File: config.mk
export PLATFORM = sky130hd
export DESIGN_NAME = adder_tree_layer_hs
export DESIGN_NICKNAME = d
export VERILOG_FILES = /design/src/rtl/adder_tree_layer_hs.sv
export SDC_FILE = /design/constraint.sdc
export NUM_CORES = 1
export LEC_CHECK = 0
export ABC_AREA = 1
export CAP_MARGIN = 25
export CORE_MARGIN = 1
export CORE_UTILIZATION = 51
export CTS_BUF_LIST = sky130_fd_sc_hd__clkbuf_16
export DETAILED_ROUTE_END_ITERATION = 7
export PLACE_DENSITY = 0.86
export SLEW_MARGIN = 20
export SYNTH_ARGS = -nofsm -noshare
export SYNTH_HDL_FRONTEND = slang
export SYNTH_SLANG_ARGS = --single-unit
File: constraint.sdc
create_clock -name clk -period 2.2 [get_ports clk]
set_input_delay 0.33 -clock clk [delete_from_list [all_inputs] [get_ports clk]]
set_output_delay 0.33 -clock clk [all_outputs]
set_load 0.05 [all_outputs]
File: src/rtl/adder_tree_layer_hs.sv
// adder_tree_layer_hs: one pairwise add layer (odd words shifted) behind a 2-entry skid buffer
module adder_tree_layer_hs #(
  parameter int NUM_IN_WORDS      = 5,
  parameter int BITS_PER_IN_WORD  = 16,
  parameter int BITS_PER_OUT_WORD = 17,
  parameter int SIGN_EXT          = 1,
  parameter int SHIFT             = 1,
  parameter int SATURATE          = 0
) (
  input  logic                                          clk,
  input  logic                                          rst,
  input  logic [NUM_IN_WORDS*BITS_PER_IN_WORD-1:0]      in_words,
  input  logic                                          in_valid,
  input  logic                                          in_last,
  output logic                                          in_ready,
  output logic [(NUM_IN_WORDS/2+NUM_IN_WORDS%2)*BITS_PER_OUT_WORD-1:0] out_words,
  output logic                                          out_valid,
  output logic                                          out_last,
  input  logic                                          out_ready,
  output logic                                          ovf
);
  localparam int NOW = NUM_IN_WORDS/2 + NUM_IN_WORDS%2;
  localparam int BI  = BITS_PER_IN_WORD;
  localparam int OW  = BITS_PER_OUT_WORD;
  localparam int FW  = BI + SHIFT + 1;
  localparam int P   = NOW*OW + 1;
  typedef enum logic [1:0] {EMPTY, ONE, TWO} state_t;
  logic [NOW*OW-1:0] res;
  logic [NOW-1:0] ovw;
  genvar i;
  for (i = 0; i < NOW; i++) begin : g_word
    logic [BI-1:0] wa, wb;
    logic [FW-1:0] ea, eb, sum;
    logic [OW-1:0] sat;
    logic ov;
    assign wa = in_words[2*i*BI +: BI];
    if (2*i+1 < NUM_IN_WORDS) begin : g_pair
      assign wb = in_words[(2*i+1)*BI +: BI];
    end else begin : g_odd
      assign wb = '0;
    end
    assign ea = {{(FW-BI){SIGN_EXT != 0 && wa[BI-1]}}, wa};
    assign eb = {{(FW-BI){SIGN_EXT != 0 && wb[BI-1]}}, wb};
    assign sum = ea + (eb << SHIFT);
    if (OW >= FW) begin : g_fit
      assign ov = 1'b0;
    end else if (SIGN_EXT != 0) begin : g_s
      assign ov = !(&sum[FW-1:OW-1] || ~|sum[FW-1:OW-1]);
    end else begin : g_u
      assign ov = |sum[FW-1:OW];
    end
    assign sat = SIGN_EXT != 0 ? {sum[FW-1], {(OW-1){~sum[FW-1]}}} : {OW{1'b1}};
    assign res[i*OW +: OW] = (ov && SATURATE != 0) ? sat : sum[OW-1:0];
    assign ovw[i] = ov;
  end
  state_t state_q, state_d;
  logic [P-1:0] o_q, o_d, s_q, s_d, new_p;
  logic ovf_q, ovf_d, in_ready_q, acc, drn;
  assign new_p = {in_last, res};
  assign acc = in_valid && in_ready_q;
  assign drn = state_q != EMPTY && out_ready;
  assign ovf_d = ovf_q | (acc & |ovw);
  // occupancy transitions and steering of new/skid data into O and S
  always_comb begin
    state_d = state_q;
    o_d = o_q;
    s_d = s_q;
    unique case (state_q)
      EMPTY: if (acc) begin state_d = ONE; o_d = new_p; end
      ONE: if (acc && drn) o_d = new_p;
           else if (acc) begin state_d = TWO; s_d = new_p; end
           else if (drn) state_d = EMPTY;
      TWO: if (drn) begin state_d = ONE; o_d = s_q; end
      default: state_d = EMPTY;
    endcase
  end
  // state, payload registers, registered ready and sticky overflow
  always_ff @(posedge clk) begin
    if (rst) begin
      state_q <= EMPTY;
      o_q <= '0;
      s_q <= '0;
      ovf_q <= 1'b0;
      in_ready_q <= 1'b1;
    end else begin
      state_q <= state_d;
      o_q <= o_d;
      s_q <= s_d;
      ovf_q <= ovf_d;
      in_ready_q <= state_d != TWO;
    end
  end
  assign in_ready = in_ready_q;
  assign out_valid = state_q != EMPTY;
  assign out_words = o_q[P-2:0];
  assign out_last = o_q[P-1];
  assign ovf = ovf_q;
endmodule
# [Word level (Yosys, flattened, before mapping)]
# Cells that the tools add are included.
[totals] mem_count=0 output_inout_bits=55 latch_bits=0 word_cells=45 input_bits=85 romBits=0 register_bits=108 mem_bits_rw=0
[classes] div_mod_pow=0 shifts=0 order_cmp=0 bitwise_logic=3 mul=0 n_eq_ne=6 muxes=10 addsub=2 n_reduce_logical=19
[op_table] cell="$mux W52" count=3
[op_table] cell="$pmux W52 S3" count=1
[op_table] cell="$add A16 B17 Y18" count=2
[op_table] cell="$mux W2" count=5
[op_table] cell="$ne A2 B2 Y1 const B" count=4
[op_table] cell="$pmux W2 S3" count=1
[op_table] cell="$reduce_or A2 Y1" count=3
[op_table] cell="$logic_not A1 Y1" count=4
[op_table] cell="$reduce_and A2 Y1" count=2
[op_table] cell="$reduce_and A4 Y1" count=1
[op_table] cell="$logic_and A1 B1 Y1" count=3
[op_table] cell="$reduce_and A3 Y1" count=1
[op_table] cell="$reduce_bool A3 Y1" count=1
[op_table] cell="$eq A2 B1 Y1 const B" count=1
[op_table] cell="$eq A2 B2 Y1 const B" count=1
[op_table] cell="$logic_not A2 Y1" count=1
[op_table] cell="$logic_or A1 B1 Y1" count=2
[op_table] cell="$reduce_bool A2 Y1" count=1
[op_table] cell="$and A1 B1 Y1" count=1
[op_table] cell="$not A1 Y1" count=1
[op_table] cell="$or A1 B1 Y1" count=1

# [Logic depth before layout (Yosys ltp)]
[logic_depth] depth_word=8 depth_mapped=15 depth_no_buf=15

# [Worst setup path after synthesis]
# Ideal clock, no wire load.
[synth_path] path_kind="input-to-reg" startpoint="in in_words[33]" endpoint="reg o_q[30]" path_stages=12 setup_ns=0.132 setup_slack_ns=0.388 path_buffers=0 required_time_ns=2.068 t_arrival_ns=1.679 cell_sequence="ha_1 fa_1 nand2_1 nand2_1 nand3_1 nand2_1 a21oi_1 inv_1 nand2_1 nand3_1 nand2_1 a21oi_1"
[synth_via] elab_chain_len=3 elab_cells_between_ends=4 classes_between="add/sub: 1; mux: 3"
[synth_rtl] element="start: declaration" line="12" text="input logic [NUM_IN_WORDS*BITS_PER_IN_WORD-1:0] in_words,"
[synth_rtl] element="$add A16 B17 Y18 (*)" line="44" text="assign sum = ea + (eb << SHIFT);"
[synth_rtl] element="$mux W52, on equally long branches" line="70, 69"
[synth_rtl] element="$pmux W52 S3 (*)" line="68" text="unique case (state_q)"
[synth_rtl] element="end signal: assignment" line="81" text="o_q <= '0;"
[synth_rtl] element="end signal: assignment" line="87" text="o_q <= o_d;"
[synth_rtl] element="end: declaration" line="57" text="logic [P-1:0] o_q, o_d, s_q, s_d, new_p;"
# Mark *: on every way between the ends. The rest lies on a longest branch, timed or not. The select of a mux whose other input is x is not followed.
# A chain may end at the register's enable or synchronous reset.

# [Final worst setup path]
[layout_path] startpoint="in in_words[1]" endpoint="reg s_q[11]"
[layout_via] elab_chain_len=1
[layout_rtl] element="$add A16 B17 Y18" line="44"
[layout_rtl] element="end signal: assignment" line="82" text="s_q <= '0;"
[layout_rtl] element="end signal: assignment" line="88" text="s_q <= s_d;"
[layout_rtl] element="end: declaration" line="57"
# Every way passes these cells.

==> qor.yml <==
port_buffers: 139
crit_fanout: 3
drive_gt1_share_pct: 5.93
nets: 1160
ys_warn_count: 0
finClkSkew_ns: 0.00821
vias: 6133
grt_pass1_vias: 5674
h-tree-depth: 3
ys_seq_area_share_pct: 35.6
fin_crit_ns: 2.06
drt_iter0_markers: 459
core_area_um2: 11400
grt_pass1_wl_um: 25000
clock_latency_ns: 0.33
hp-class: "flop to flop"
synthesis.nets: 1020
cts-hold-fix-buffers: 0
area_growth_pct: 33.2
worst_pin_slew_ns: 0.542
cts_tree: "done"
fmax_ghz: 0.485
synthMuxAreaShare_pct: 0
slew_violations: 0
cp-endpoint: "s_q[11]"
post_cts_resize_count: 0
power_mw: 5.63
synth_area_um2: 5970
yosys.area_share.simple_pct: 26.9
crit_path_end_kind: "flop"
critPathKind: "input pin to flop"
finalCritPeriodShare_pct: 93.7
synthCells: 901
cp-start-kind: "input pin"
cts_sinks: 106
drv_cap: 0
grt_max_degree: 54
cts_setup_buffers: 0
synth_compound_area_share_pct: 17.4
gp_congestion: 0.909
antennaDiodeCount: 0
final_area_um2: 7950
routed_wl_um: 15200
initial_core_util_pct: 52.3
synth_cell_type_count: 32
reg2reg_slack_ns: 0.46
cts_buffers: 9
synth_top_family_by_area: "simple AND/OR/NAND/NOR gates"
drcViolationCount: 0
antenna_left: 0
final_common_cell: "nand2_1"
setup_viol: 0
cts_buffer_depth: 2
firstDrtPassIters: 5
die_area_um2: 12100
fin_hold_ws_ns: 0.471
leakage_nw: 3.85
num_rows: 39
r2r_start: "state_q[1]"
wire_per_inst_um: 12.8
ir_worst_vdd_uv: 470
r2r_cells: 8
worst_slew_margin_rel_pct: 63.7
grt_overflow_total: 0
arrival_ns: 2.29
hpwlAfterDp_um: 10800
status: "finished, final reports clean"
crit_required_ns: 2.43
clkTransAtPathRegs_ns: 0.07
post_dp_cell_area_um2: 7620
synth-seq-cells: 106
critPathLaunch: "in_words[1]"
avgSynthCellArea_um2: 6.62
chipWidth_um: 110
antenna_found_initial: 0
hold_violations: 0
p_per_area_nw_per_um2: 709
rsz0062_at_grt: "false"
synthAdderAreaFrac_pct: 7.38
cts_root_buf: "clkbuf_16"
hp-start: "o_q[29]"
ios: 140
r2r_end: "o_q[6]"
die_h_um: 110
grt.total_usage_pct: 25.6
via_per_inst: 5.16
final_cell_mix: "nand2_1 (230), clkdlybuf4s50_1 (139), nor2_1 (129)"
synth_xor_area_share_pct: 2.94
state kept, by name (all words and copies together), names as in the netlist:
name      cells
o_q          51
state_q       2
s_q          51
ovf           1
in_ready      1
worst max-delay path, cell delays in order:
cell,delay (ns)
clkdlybuf4s50_1,0.42
ha_1,0.24
fa_2,0.36
nand2_1,0.09
nand2_1,0.11
nand3b_1,0.11
nand2_1,0.11
nand2_1,0.09
nand2_1,0.06
xor2_1,0.16
o21ai_0,0.16
inv_1,0.06
synth_stat cells (all sizes together):
cell type,count,area share [%]
nand2,234,15
nor2,129,8.1
dfxtp,106,36
inv,95,6.0
o21ai,87,7.4
a21oi,68,5.7
ha,32,6.7
nand3,32,2.7
a31oi,25,2.6
clkbuf,23,1.4
buf,20,2.2
xor2,19,2.8
o211ai,8,1.0
o21bai,4,0.50
nand3b,3,0.38
nor3,3,0.25
and3,2,0.21
clkinv,2,0.15
fa,2,0.67
nand4,2,0.21
or2,2,0.21
a21o,1,0.13
o31ai,1,0.13
xnor2,1,0.15
per-stage QoR:
step,std cells,setup slack [ns],setup TNS [ns],util [%]
4_1_cts,1189,0.121,0,69.5
5_1_grt,1189,0.0116,0,69.6
2_1_floorplan,901,0.388,0,-
3_5_place_dp,1173,-0.226,-3.15,66.7
6_report,1189,0.139,0,69.6
3_3_place_gp,1173,-0.205,-2.18,66.7
cell families after synthesis:
group / after synthesis
adder cells (fa/ha/maj): 34
AO/OA/AOI/OAI: 194
XOR/XNOR: 20
buffers and inverters: 140
AND/OR/NAND/NOR: 407
flip-flops: 106
power by group:
part,internal [mW],switching [mW],total [mW]
clock,0.999,0.720,1.72
combinational,0.688,1.08,1.77
sequential,2.07,0.0833,2.15
total,3.75,1.88,5.63
final cells by class:
type	count	area (µm²)
flip-flops and latches	106	2120
fillers	981	3470
clock buffers	9	225
clock inverters	7	91.3
well taps	143	179
multi-input cells	655	3280
repair buffers	172	1690
inverters	97	365
per-layer routing:
layer  global-route usage, %  wire [µm]  vias to the layer above
li1                        -          -                     3179
met4                    7.61        256                        0
met2                    45.0       7190                      190
met5                       0          0                        -
met3                    3.76        881                       23
met1                    32.4       6900                     2741
how the worst min path moves through the flow:
stage | end | slack, ns | depth (start not counted)
6_report | o_q[29] | 0.47 | 2
5_1_grt | o_q[32] | 0.49 | 2
4_1_cts | o_q[32] | 0.48 | 2
3_5_place_dp | o_q[32] | 0.46 | 2
3_3_place_gp | o_q[29] | 0.46 | 2
2_1_floorplan | s_q[0] | 0.46 | 2
Note: power is estimated with default switching activity, not from simulation.
